--- src/rtl/array_loader.sv ---
// array_loader
//
// Upstream stage for the balanced array adder. Bytes arrive over a
// valid/ready handshake and fill a DEPTH-entry array. A complete frame is then
// offered to the adder with a valid/ack handshake. The array stays stable until
// the adder acknowledges the frame. A sequential running sum of the frame is
// kept alongside the array so the tree-adder result can be cross-checked.
//
// Ports
//   clock        in   rising-edge clock
//   reset        in   asynchronous reset, active-high
//   in_valid     in   in_data holds a byte
//   in_data      in   signed byte
//   in_ready     out  a byte can be accepted this cycle (high in FILL)
//   flush        in   discard the partially filled frame (ignored in HOLD)
//   array        out  frame contents, one signed byte per entry
//   frame_valid  out  array holds a complete, stable frame
//   frame_ack    in   consumer has taken the frame (sampled in HOLD only)
//   fill_count   out  bytes accepted in the current frame
//   frame_sum    out  signed running sum of the accepted bytes

module array_loader #(
    parameter int unsigned DEPTH = 64,
    parameter int unsigned CNT_W = $clog2(DEPTH + 1)
) (
    input  logic                    clock,
    input  logic                    reset,
    input  logic                    in_valid,
    input  logic signed [7:0]       in_data,
    output logic                    in_ready,
    input  logic                    flush,
    output logic signed [7:0]       array [0:DEPTH-1],
    output logic                    frame_valid,
    input  logic                    frame_ack,
    output logic [CNT_W-1:0]        fill_count,
    output logic signed [31:0]      frame_sum
);

    localparam int unsigned PTR_W = (DEPTH > 1) ? $clog2(DEPTH) : 1;
    localparam logic [PTR_W-1:0] LastPtr = PTR_W'(DEPTH - 1);

    typedef enum logic [0:0] {
        StFill,
        StHold
    } state_e;

    state_e           state;
    logic [PTR_W-1:0] wr_ptr;

    // Ready depends on state alone, so it reads 1 straight out of reset.
    assign in_ready = (state == StFill);

    always_ff @(posedge clock or posedge reset) begin
        if (reset) begin
            state       <= StFill;
            wr_ptr      <= '0;
            fill_count  <= '0;
            frame_sum   <= '0;
            frame_valid <= 1'b0;
            for (int i = 0; i < int'(DEPTH); i++) begin
                array[i] <= '0;
            end
        end else begin
            case (state)
                StFill: begin
                    // Flush beats a simultaneous accept: the byte is dropped.
                    // Array contents stay; stale entries are overwritten later.
                    if (flush) begin
                        wr_ptr     <= '0;
                        fill_count <= '0;
                        frame_sum  <= '0;
                    end else if (in_valid) begin
                        array[wr_ptr] <= in_data;
                        fill_count    <= fill_count + CNT_W'(1);
                        frame_sum     <= frame_sum + {{24{in_data[7]}}, in_data};
                        if (wr_ptr == LastPtr) begin
                            // Pointer wraps so it never exceeds DEPTH-1.
                            wr_ptr      <= '0;
                            state       <= StHold;
                            frame_valid <= 1'b1;
                        end else begin
                            wr_ptr <= wr_ptr + PTR_W'(1);
                        end
                    end
                end

                StHold: begin
                    // Count and sum stay frozen for the consumer until the ack.
                    if (frame_ack) begin
                        state       <= StFill;
                        frame_valid <= 1'b0;
                        wr_ptr      <= '0;
                        fill_count  <= '0;
                        frame_sum   <= '0;
                    end
                end

                default: begin
                    state <= StFill;
                end
            endcase
        end
    end

endmodule

--- config.mk ---
export PLATFORM = sky130hd
export DESIGN_NAME = array_loader
export DESIGN_NICKNAME = d
export VERILOG_FILES = /design/src/rtl/array_loader.sv
export SDC_FILE = /design/constraint.sdc
export NUM_CORES = 1
export LEC_CHECK = 0
export ABC_AREA = 1
export BUFFER_PORTS_ARGS = -buffer_cell sky130_fd_sc_hd__buf_4
export CAP_MARGIN = 25
export CORE_AREA = 2 2 218 220
export CTS_CLUSTER_SIZE = 24
export DETAILED_ROUTE_END_ITERATION = 10
export DIE_AREA = 0 0 220 222
export GPL_ROUTABILITY_DRIVEN = 0
export HOLD_SLACK_MARGIN = 0.1
export PLACE_DENSITY = 0.71
export SYNTH_ARGS = -nofsm -noshare
export SYNTH_HDL_FRONTEND = slang
export SYNTH_SLANG_ARGS = --single-unit
--- constraint.sdc ---
create_clock -name clock -period 41.1 [get_ports clock]
set_input_delay 4.11 -clock clock [delete_from_list [all_inputs] [get_ports clock]]
set_output_delay 4.11 -clock clock [all_outputs]
set_load 0.03 [all_outputs]
# Yosys cells after proc, flatten, opt, wreduce, memory -nomap -nowiden
# Index checks and enable logic that the tools add are counted.
# Widths: inputs -> output; s select.
[classes]
n_addsub = 3
n_lt_le_gt_ge = 2
eq_ne = 6
mux = 26
bitwise = 3
reduce_logical = 4
[op_table]
columns = ["cell", "n"]
rows = [
  ["$bwmux 512", 1],
  ["$mux 32", 3],
  ["$pmux 32 s2", 1],
  ["$demux 8 s6", 1],
  ["$add 32x32->32", 1],
  ["$mux 6", 4],
  ["$mux 7", 3],
  ["$pmux 7 s2", 1],
  ["$pmux 6 s2", 1],
  ["$mux 1", 8],
  ["$mux 8", 1],
  ["$add 7x1->7 const B", 1],
  ["$ge 7x7->1 const B", 1],
  ["$lt 7x1->1 const B", 1],
  ["$not 6->7", 1],
  ["$add 6x1->6 const B", 1],
  ["$eq 6x6->1 const B", 1],
  ["$ne 2x2->1 const B", 3],
  ["$pmux 1 s2", 2],
  ["$reduce_and 4->1", 1],
  ["$ne 3x2->1 const B", 1],
  ["$reduce_and 3->1", 1],
  ["$ne 2x1->1 const B", 1],
  ["$not 1->1", 2],
  ["2 further kinds", 2],
]
[word_totals]
regBits = 559
in_bits = 13
out_inout_bits = 553
wordCells = 113

# Longest topological paths before layout
# Gate-level depths: netlist (run 1).
[logic_depth]
ltp_word = 6
ltp_mapped = 14
ltp_nobuf = 14

# Least setup slack after synthesis (run 1)
# Ideal clock, no wire load.
[synth_timing]
path_type = "in2reg"
from = "input in_data[1]"
to = "register frame_sum[28]"
setup_time_ns = 0.118
arrival_ns = 5.658
required_time_ns = 40.982
setup_slack_ns = 35.324
stages = 14
path_buffers = 2
cell_sequence = "inv_1 clkbuf_1 clkbuf_1 fa_1 inv_1 nand3_1 nand3_1 nand3_1 nand3_1 nand2_1 nand2_1 nand2_1 nand3_1 nand2_1"
[synth_between]
elab_chain_len = 4
[synth_rtl]
columns = ["item", "line_no", "rtl"]
rows = [
  ["from (decl)", "29", "input logic signed [7:0] in_data,"],
  ["$add 32x32->32", "75", "frame_sum <= frame_sum + {{24{in_data[7]}}, in_data};"],
  ["$mux 32", "72", "end else if (in_valid) begin"],
  ["$mux 32", "68", "if (flush) begin"],
  ["$pmux 32 s2", "64", "case (state)"],
  ["to (signal assigned)", "75", ""],
  ["to (decl)", "36", "output logic signed [31:0] frame_sum"],
]
# Every way passes these cells. The select of a mux whose other input is x is not followed.
# A chain may end at the register's enable or synchronous reset.

==> metrics.md, run 1 <==
| Metric | Value |
|---|---|
| Number of I/O port buffers | `565` |
| Asr flop ratio synth | `100%` |
| Initial core utilization | `48.6%` |
| Slowest stage delay, CP | `820 ps` |
| Rows | `79` |
| Worst-path cell chain | `buf_4 > inv_8 > buf_4 > buf_16 > buf_4 > buf_4` |
| Largest net degree at the start of global routing | `129` |
| Top cell type's share of synthesized area | `62.2%` |
| Vias/cell | `5.37` |
| Layout cells sized above 1 | `23.2%` |
| Area Overhead vs Synth | `29.5%` |
| Number of synthesized flops with an enable pin | `0` |
| Max FO, Critical Path | `128` |
| Residual DRC | `0` |
| Worst Hold Class | `flip-flop to flip-flop` |
| Slew @ Worst Pin | `1020 ps` |
| Clock share of power | `37.5%` |
| Most crowded layer after global routing | `met2` |
| First-pass GRT wire length | `115,000 um` |
| Sw Pwr | `0.410 mW` |
| CP required | `41,710 ps` |
| TNS Setup | `0 ps` |
| WHS Path Cells | `2` |
| CP endpoint kind | `async pin` |
| Core Util, Final | `62.9%` |
| Die area | `48,800 um^2` |
| Avg Synthesized Cell Area | `9.13 um^2` |
| Total Power | `1.36 mW` |
| Filler cells | `3,897` |
| Post-CTS Setup Bufs | `0` |
| Vias in the first global route | `18,800` |
| Sequential share of power | `44.9%` |
| Post-DP HPWL | `51,800 um` |
| Syn Std Cell Area | `22,500 um^2` |
| Setup Skew | `30.3 ps` |
| Post-synth cell types | `32` |
| DRT Wirelength | `76,300 um` |
| M3 GR Usage | `6.95%` |
| Final hold violation count | `0` |
| Max-slew violation count | `0` |
| Grt ovf | `0` |
| # H-tree levels | `2` |
| Unrepaired setup endpoints after global routing | `no` |
| Layout net count | `3,034` |
| Slowest CP cell | `buf_4` |
| DR iter-0 viols | `1,626` |
| Arr. time, crit path | `7240 ps` |
| Worst IR Drop VDD | `49.5 uV` |
| Hold Startpoint | `array[84]` |
| Top-count cell post-synth | `nand2_1` |
| DIE HEIGHT | `222 um` |
| CTS tree | `built` |
| Cells after Synth | `2,463` |
| CP dominant cell by count | `buf_4` |
| Clk buf depth | `3` |
| Top cells by area, synth | `dfrtp_1 62%, nand2_1 15%, o21ai_0 12%, inv_1 2.3%, ha_1 1.8%` |
| Worst R2R End | `array[55]` |
| Sequential share of the synthesized area | `62.2%` |
| Worst R2R Start | `state` |
| Max_slew headroom | `31.7%` |
| Yosys top cell by area | `dfrtp_1` |
| Antenna violations before repair | `3` |
| Logic pwr share | `17.5%` |
| Hold EP | `array[84]` |
| Root Buffer | `clkbuf_16` |
| Via count | `19,500` |
| PD cells | `46.6 nW/um^2` |
| Synth Register Bits | `559` |
| CORE AREA | `46,300 um^2` |
| Router iterations before antenna repair | `5` |
| Synth Flop Type | `dfrtp_1` |
| Io pins | `566` |
| Pleak | `15.2 nW` |
| Final Cycle Share | `16.1%` |
| Nature of the critical path startpoint | `primary input` |
| Met2 Resource Use GR | `51.3%` |
| Fmax | `151 MHz` |
| DRT antenna net count | `0` |
| Total GRT Usage | `31.0%` |
| R2R Setup Slk | `37,880 ps` |
| Cts hold-fix bufs | `0` |
| FF-to-FF path depth | `8` |
| Final setup fails | `0` |
| Die width | `220 um` |
| Clock transition at path regs | `60 ps` |
| CTS sink cnt | `559` |
| Syn nets | `2,510` |
| Setup Crit Path Kind | `primary input to async pin` |
| Average wire per standard cell | `21.0 um` |
| Clock Latency Late Sink | `620 ps` |
| Status | `finished, final reports clean` |
| Met1 Resource Use GR | `39.7%` |
| Commonest cells post-synth | `880 x nand2_1, 559 x dfrtp_1, 539 x o21ai_0` |
| # Max-Cap Violations | `0` |
| Fin crit period | `6630 ps` |
| Yosys warns | `0` |
| Pint | `0.946 mW` |
| Min Hold Slack | `485 ps` |
| Post-CTS Resized | `0` |
| Sw Ratio | `30.2%` |
| Num CTS Buffers | `56` |
-- critical path: cells and delay by family --
family / cells / cell delay, ps
buffers and inverters: 6 / 2970
-- power by group through the flow --
stage / sequential, mW / combinational, mW / clock, mW
after floorplan: 0.674 / 0.0812 / 0
after global placement: 0.617 / 0.232 / 0
final: 0.609 / 0.238 / 0.509
after detailed placement: 0.618 / 0.237 / 0
after global routing: 0.612 / 0.257 / 0.539
after CTS: 0.609 / 0.238 / 0.516
-- metal layers --
layer  vias to the layer above  routed length, um
met3                       157               5740
li1                       9018                  -
met1                      9577              30600
met5                         -                  0
met2                       786              37000
met4                         0               2990
-- final cells by class --
cell class,instances,area [um^2],area share (%)
Antenna cell,3,7.51,0.0258
Clock buffer,81,1660,5.69
Clock inverter,20,185,0.636
Inverter,147,567,1.95
Multi-Input combinational cell,1633,7440,25.6
Sequential cell,559,14000,48.0
Tap cell,607,759,2.61
Timing Repair Buffer,590,4510,15.5
-- cell usage in the layout, fill, tap and decap left out, types with 2 or more instances in the layout --
cell       instances
nor2_2             2
clkinv_2          20
o21bai_1           3
xor2_1             2
inv_1            137
a22o_1             2
o22ai_1            3
nand4_1            6
nand2_1          880
o21ai_0          538
a21oi_1           37
dfrtp_1          559
bufinv_16          2
nand3_1           44
clkbuf_1          10
buf_4            586
nor4_4             6
nor3_1             6
nand3b_1           3
clkbuf_16         57
diode_2            3
inv_2              3
nor2_1            57
buf_16             4
clkbuf_8          14
ha_1              33
-- flip-flops by register name, indices dropped and copies added, names as in the netlist --
| register | count |
|---|---|
| array | 512 |
| fill_count | 7 |
| frame_sum | 32 |
| frame_valid | 1 |
| state | 1 |
| wr_ptr | 6 |
-- cell families (layout without fill, tap and decap cells) --
group | count (synthesis) | count (layout) | synth area share [%]
other | 0 | 3 | 0
flip-flops | 559 | 559 | 62.2
buffers and inverters | 271 | 838 | 4.68
AND/OR/NAND/NOR | 1009 | 1009 | 17.9
XOR/XNOR | 2 | 2 | 0.0779
adder cells (fa/ha/maj) | 34 | 34 | 1.93
AO/OA/AOI/OAI | 588 | 588 | 13.2
-- per-stage QoR --
stage / worst slack [ps] / std cells / instance area, um^2
2_1_floorplan: 21360 / 2463 / 22500
3_3_place_gp: 33430 / 3532 / 27200
3_5_place_dp: 33370 / 3534 / 27200
4_1_cts: 34030 / 3635 / 29100
5_1_grt: 33950 / 3640 / 29100
6_report: 34470 / 3640 / 29100
-- worst max path at each step --
stage,from,endpoint,slack (ps)
after floorplan,reset,array[0],21360
after global placement,flush,array[55],33430
after detailed placement,reset,wr_ptr[0],33370
after CTS,reset,wr_ptr[1],34030
after global routing,reset,wr_ptr[1],33950
final,reset,wr_ptr[1],34470
Power figures use the tool's default switching activity.
==> run 2: changes to the inputs <==
ABC_AREA = 0   (was 1)
CORE_AREA = default   (was 2 2 218 220)
CORE_UTILIZATION = 48   (was default)
DIE_AREA = default   (was 0 0 220 222)
PLACE_DENSITY = 0.73   (was 0.71)
clock period = 5.5 ns   (was 41.1 ns; I/O delays follow)
==> metrics.md, run 2 <==
| Metric | Value |
|---|---|
| Status | `finished, final reports clean` |
| Vias/cell | `5.53 (+3.0%)` |
| Asr flop ratio synth | `100% (unchanged)` |
| Cell depth of the worst setup path | `11 (+5)` |
| Post-Synth Adder-Cell Area | `1.92% (-0.0034 points)` |
| Residual DRC | `0 (unchanged)` |
| Yosys top cell by area | `dfrtp_1` |
| Top Registers | `array (512), frame_sum (32), fill_count (7)` |
| Rows | `78 (-1.3%)` |
| Pleak | `15.5 nW (+2.2%)` |
| Vias in the first global route | `16,500 (-12%)` |
| Setup Skew | `9.78 ps (-20.5 ps)` |
| Die area | `47,800 um^2 (-2.2%)` |
| CORE AREA | `45,900 um^2 (-0.84%)` |
| Syn nets | `1,740 (-31%)` |
| Avg Synthesized Cell Area | `13.3 um^2 (+46%)` |
| Synth Register Bits | `559 (unchanged)` |
| Io pins | `566 (unchanged)` |
| Final Instance Area | `29,300 um^2 (+0.68%)` |
| Die width | `219 um (-0.64%)` |
| Area Overhead vs Synth | `30.2%` |
| CP endpoint kind | `flip-flop` |
| Worst Hold Class | `primary input to flip-flop` |
| Met1 Wirelength | `28,400 um (-6.9%)` |
| Root Buffer | `clkbuf_16` |
| Max FO, Critical Path | `6 (-95%)` |
| CTS tree | `built` |
| FF-to-FF path depth | `11 (+3)` |
| Layout cells sized above 1 | `48.3% (+25 points)` |
| Number of synthesized flops with an enable pin | `0 (unchanged)` |
| Commonest non-fill, non-tap cells in the layout | `582 x buf_4, 559 x dfrtp_1, 416 x mux2_2` |
| Commonest non-fill, non-tap cell in the layout | `buf_4` |
| Synth Area in Simple Gates | `6.26% (-12 points)` |
| Slew @ Worst Pin | `1150 ps (+129 ps)` |
| Syn Std Cell Area | `22,500 um^2 (+0.18%)` |
| # H-tree levels | `2 (unchanged)` |
| Post-synth cell types | `62 (+94%)` |
| Top cells by area, synth | `dfrtp_1 62%, mux2_2 21%, o21ai_0 3.4%, nand2_1 3.4%, ha_1 1.8%` |
| Placed Area | `27,500 um^2 (+0.92%)` |
| Post-CTS Setup Bufs | `0 (unchanged)` |
| Final setup fails | `0 (unchanged)` |
| Synth Area in Compound Gates | `6.09% (-7.1 points)` |
| DRT antenna net count | `0 (unchanged)` |
| Clock transition at path regs | `60 ps (about the same)` |
| Grt ovf | `0 (unchanged)` |
| CP required | `5980 ps (-35,730 ps)` |
| Reg with most FFs | `array` |
| Fmax | `335 MHz` |
| Nature of the critical path startpoint | `flip-flop` |
| # Max-Cap Violations | `0 (unchanged)` |
| Slowest CP cell | `o31ai_2` |
| Arr. time, crit path | `3460 ps (-3780 ps)` |
| DIE HEIGHT | `219 um (-1.5%)` |
| WHS Path Cells | `2 (unchanged)` |
| Max_slew headroom | `23.4% (-8.4 points)` |
| Sequential share of the synthesized area | `62.1% (-0.11 points)` |
| Total GRT Usage | `29.6% (-1.3 points)` |
| Final Cycle Share | `54.2%` |
| Worst Path Buf+Inv | `1 (-5)` |
| Cells after Synth | `1,693 (-31%)` |
| Final hold violation count | `0 (unchanged)` |
| TNS Setup | `0 ps (unchanged)` |
| DR WL met2 | `33,900 um (-8.3%)` |
| Initial core utilization | `49.1% (+0.50 points)` |
| Cts hold-fix bufs | `1 (+1)` |
| Number of I/O port buffers | `565 (unchanged)` |
| Unrepaired setup endpoints after global routing | `no` |
| Slowest stage delay, CP | `500 ps (-320 ps)` |
| Delay-heaviest family, CP | `compound AO/OA/AOI/OAI gates` |
| Worst-path cell chain | `ha_1 > inv_1 > fa_1 > and2b_1 > o31a_1 > o21ai_1 > o31ai_2 > a211oi_1 > o31ai_1 > xnor2_1 > o21ai_0` |
| Post-CTS Resized | `0 (unchanged)` |
| Max-slew violation count | `0 (unchanged)` |
| PD cells | `325 nW/um^2 (+600%)` |
| Average wire per standard cell | `24.4 um (+17%)` |
| Post-synthesis xor/xnor area fraction | `1.17% (+1.1 points)` |
| Num CTS Buffers | `56 (unchanged)` |
| Clk buf depth | `3 (unchanged)` |
| Layout net count | `2,307 (-24%)` |
| Synth Flop Type | `dfrtp_1` |
| CTS sink cnt | `559 (unchanged)` |
| Worst IR Drop VDD | `240 uV (+390%)` |
| DR iter-0 viols | `1,007 (-38%)` |
| WL met3 | `5490 um (-4.3%)` |
| Fin crit period | `2980 ps` |
| DRT Wirelength | `70,900 um (-7.0%)` |
| Top cell type's share of synthesized area | `62.1% (-0.11 points)` |
| Clock Latency Late Sink | `610 ps (about the same)` |
| First-pass GRT wire length | `105,000 um (-7.9%)` |
| Yosys warns | `0 (unchanged)` |
| Max FFs per register | `512 (unchanged)` |
| Antenna violations before repair | `2 (-1)` |
| Router iterations before antenna repair | `5 (unchanged)` |
| Largest net degree at the start of global routing | `189 (+47%)` |
| Commonest cells post-synth | `559 x dfrtp_1, 416 x mux2_2, 201 x nand2_1` |
| Mux cell area share after synthesis | `20.8% (+21 points)` |
| Max layer used | `met4` |
| Top-count cell post-synth | `dfrtp_1` |
| Post-DP HPWL | `48,400 um (-6.7%)` |
| Via count | `16,000 (-18%)` |
| Setup Crit Path Kind | `flip-flop to flip-flop` |
| Main combinational cell family by area after synthesis | `multiplexers` |
==> run 2: layout make-up <==
cell class                 instances  area, um^2
fill                            3491       16600
inverter                          14        56.3
antenna                            2        5.00
clock inverter                    10         145
tap                              600         751
multi-input combinational       1039        8180
sequential                       559       14000
clock buffer                      90        1690
timing repair buffer             590        4490
==> run 2: routing by layer <==
layer,track usage (%),vias up
met4,13.0,0
met2,47.7,562
met3,8.70,151
li1,-,7086
met1,37.0,8250
met5,0,-
==> run 2: cells by family (layout without fill, tap and decap cells) <==
kind of cell | count (synthesis) | after routing
flops | 559 | 559
mux | 417 | 417
simple gates | 317 | 317
xor+xnor | 30 | 30
buf+inv | 95 | 704
fa+ha+maj | 34 | 34
compound gates | 241 | 241
other cells | 0 | 2
==> run 2: worst paths after layout <==
| kind | startpoint | to | slack (ps) |
|---|---|---|---|
| max | frame_sum[0] | frame_sum[30] | 2520 |
| min | frame_ack | wr_ptr[2] | 160 |
| max reg2reg | frame_sum[0] | frame_sum[30] | 2520 |
| min reg2reg | array[313] | array[313] | 480 |
| max in group asynchronous | reset | array[50] | 3430 |
| min in group asynchronous | reset | array[409] | 590 |
==> run 2: stage by stage <==
| step | worst slack, ps | total power, mW | instances | hold WS (ps) | utilization [%] |
|---|---|---|---|---|---|
| finish | 2520 | 9.52 | 2904 | 165 | 63.9 |
| global route | 2230 | 9.84 | 2902 | 148 | 63.9 |
| CTS | 2520 | 9.57 | 2902 | 130 | 63.9 |
| detailed placement | 2150 | 5.75 | 2801 | 472 | 59.9 |
| global placement | 1830 | 5.72 | 2798 | 463 | 59.8 |
| floorplan | -2660 | 5.26 | 1693 | 581 | - |
==> run 2: power breakdown <==
group	switching [mW]	internal, mW	total (mW)
sequential	0.113	4.26	4.37
clock	1.61	2.23	3.84
combinational	0.852	0.454	1.31
total	2.57	6.95	9.52
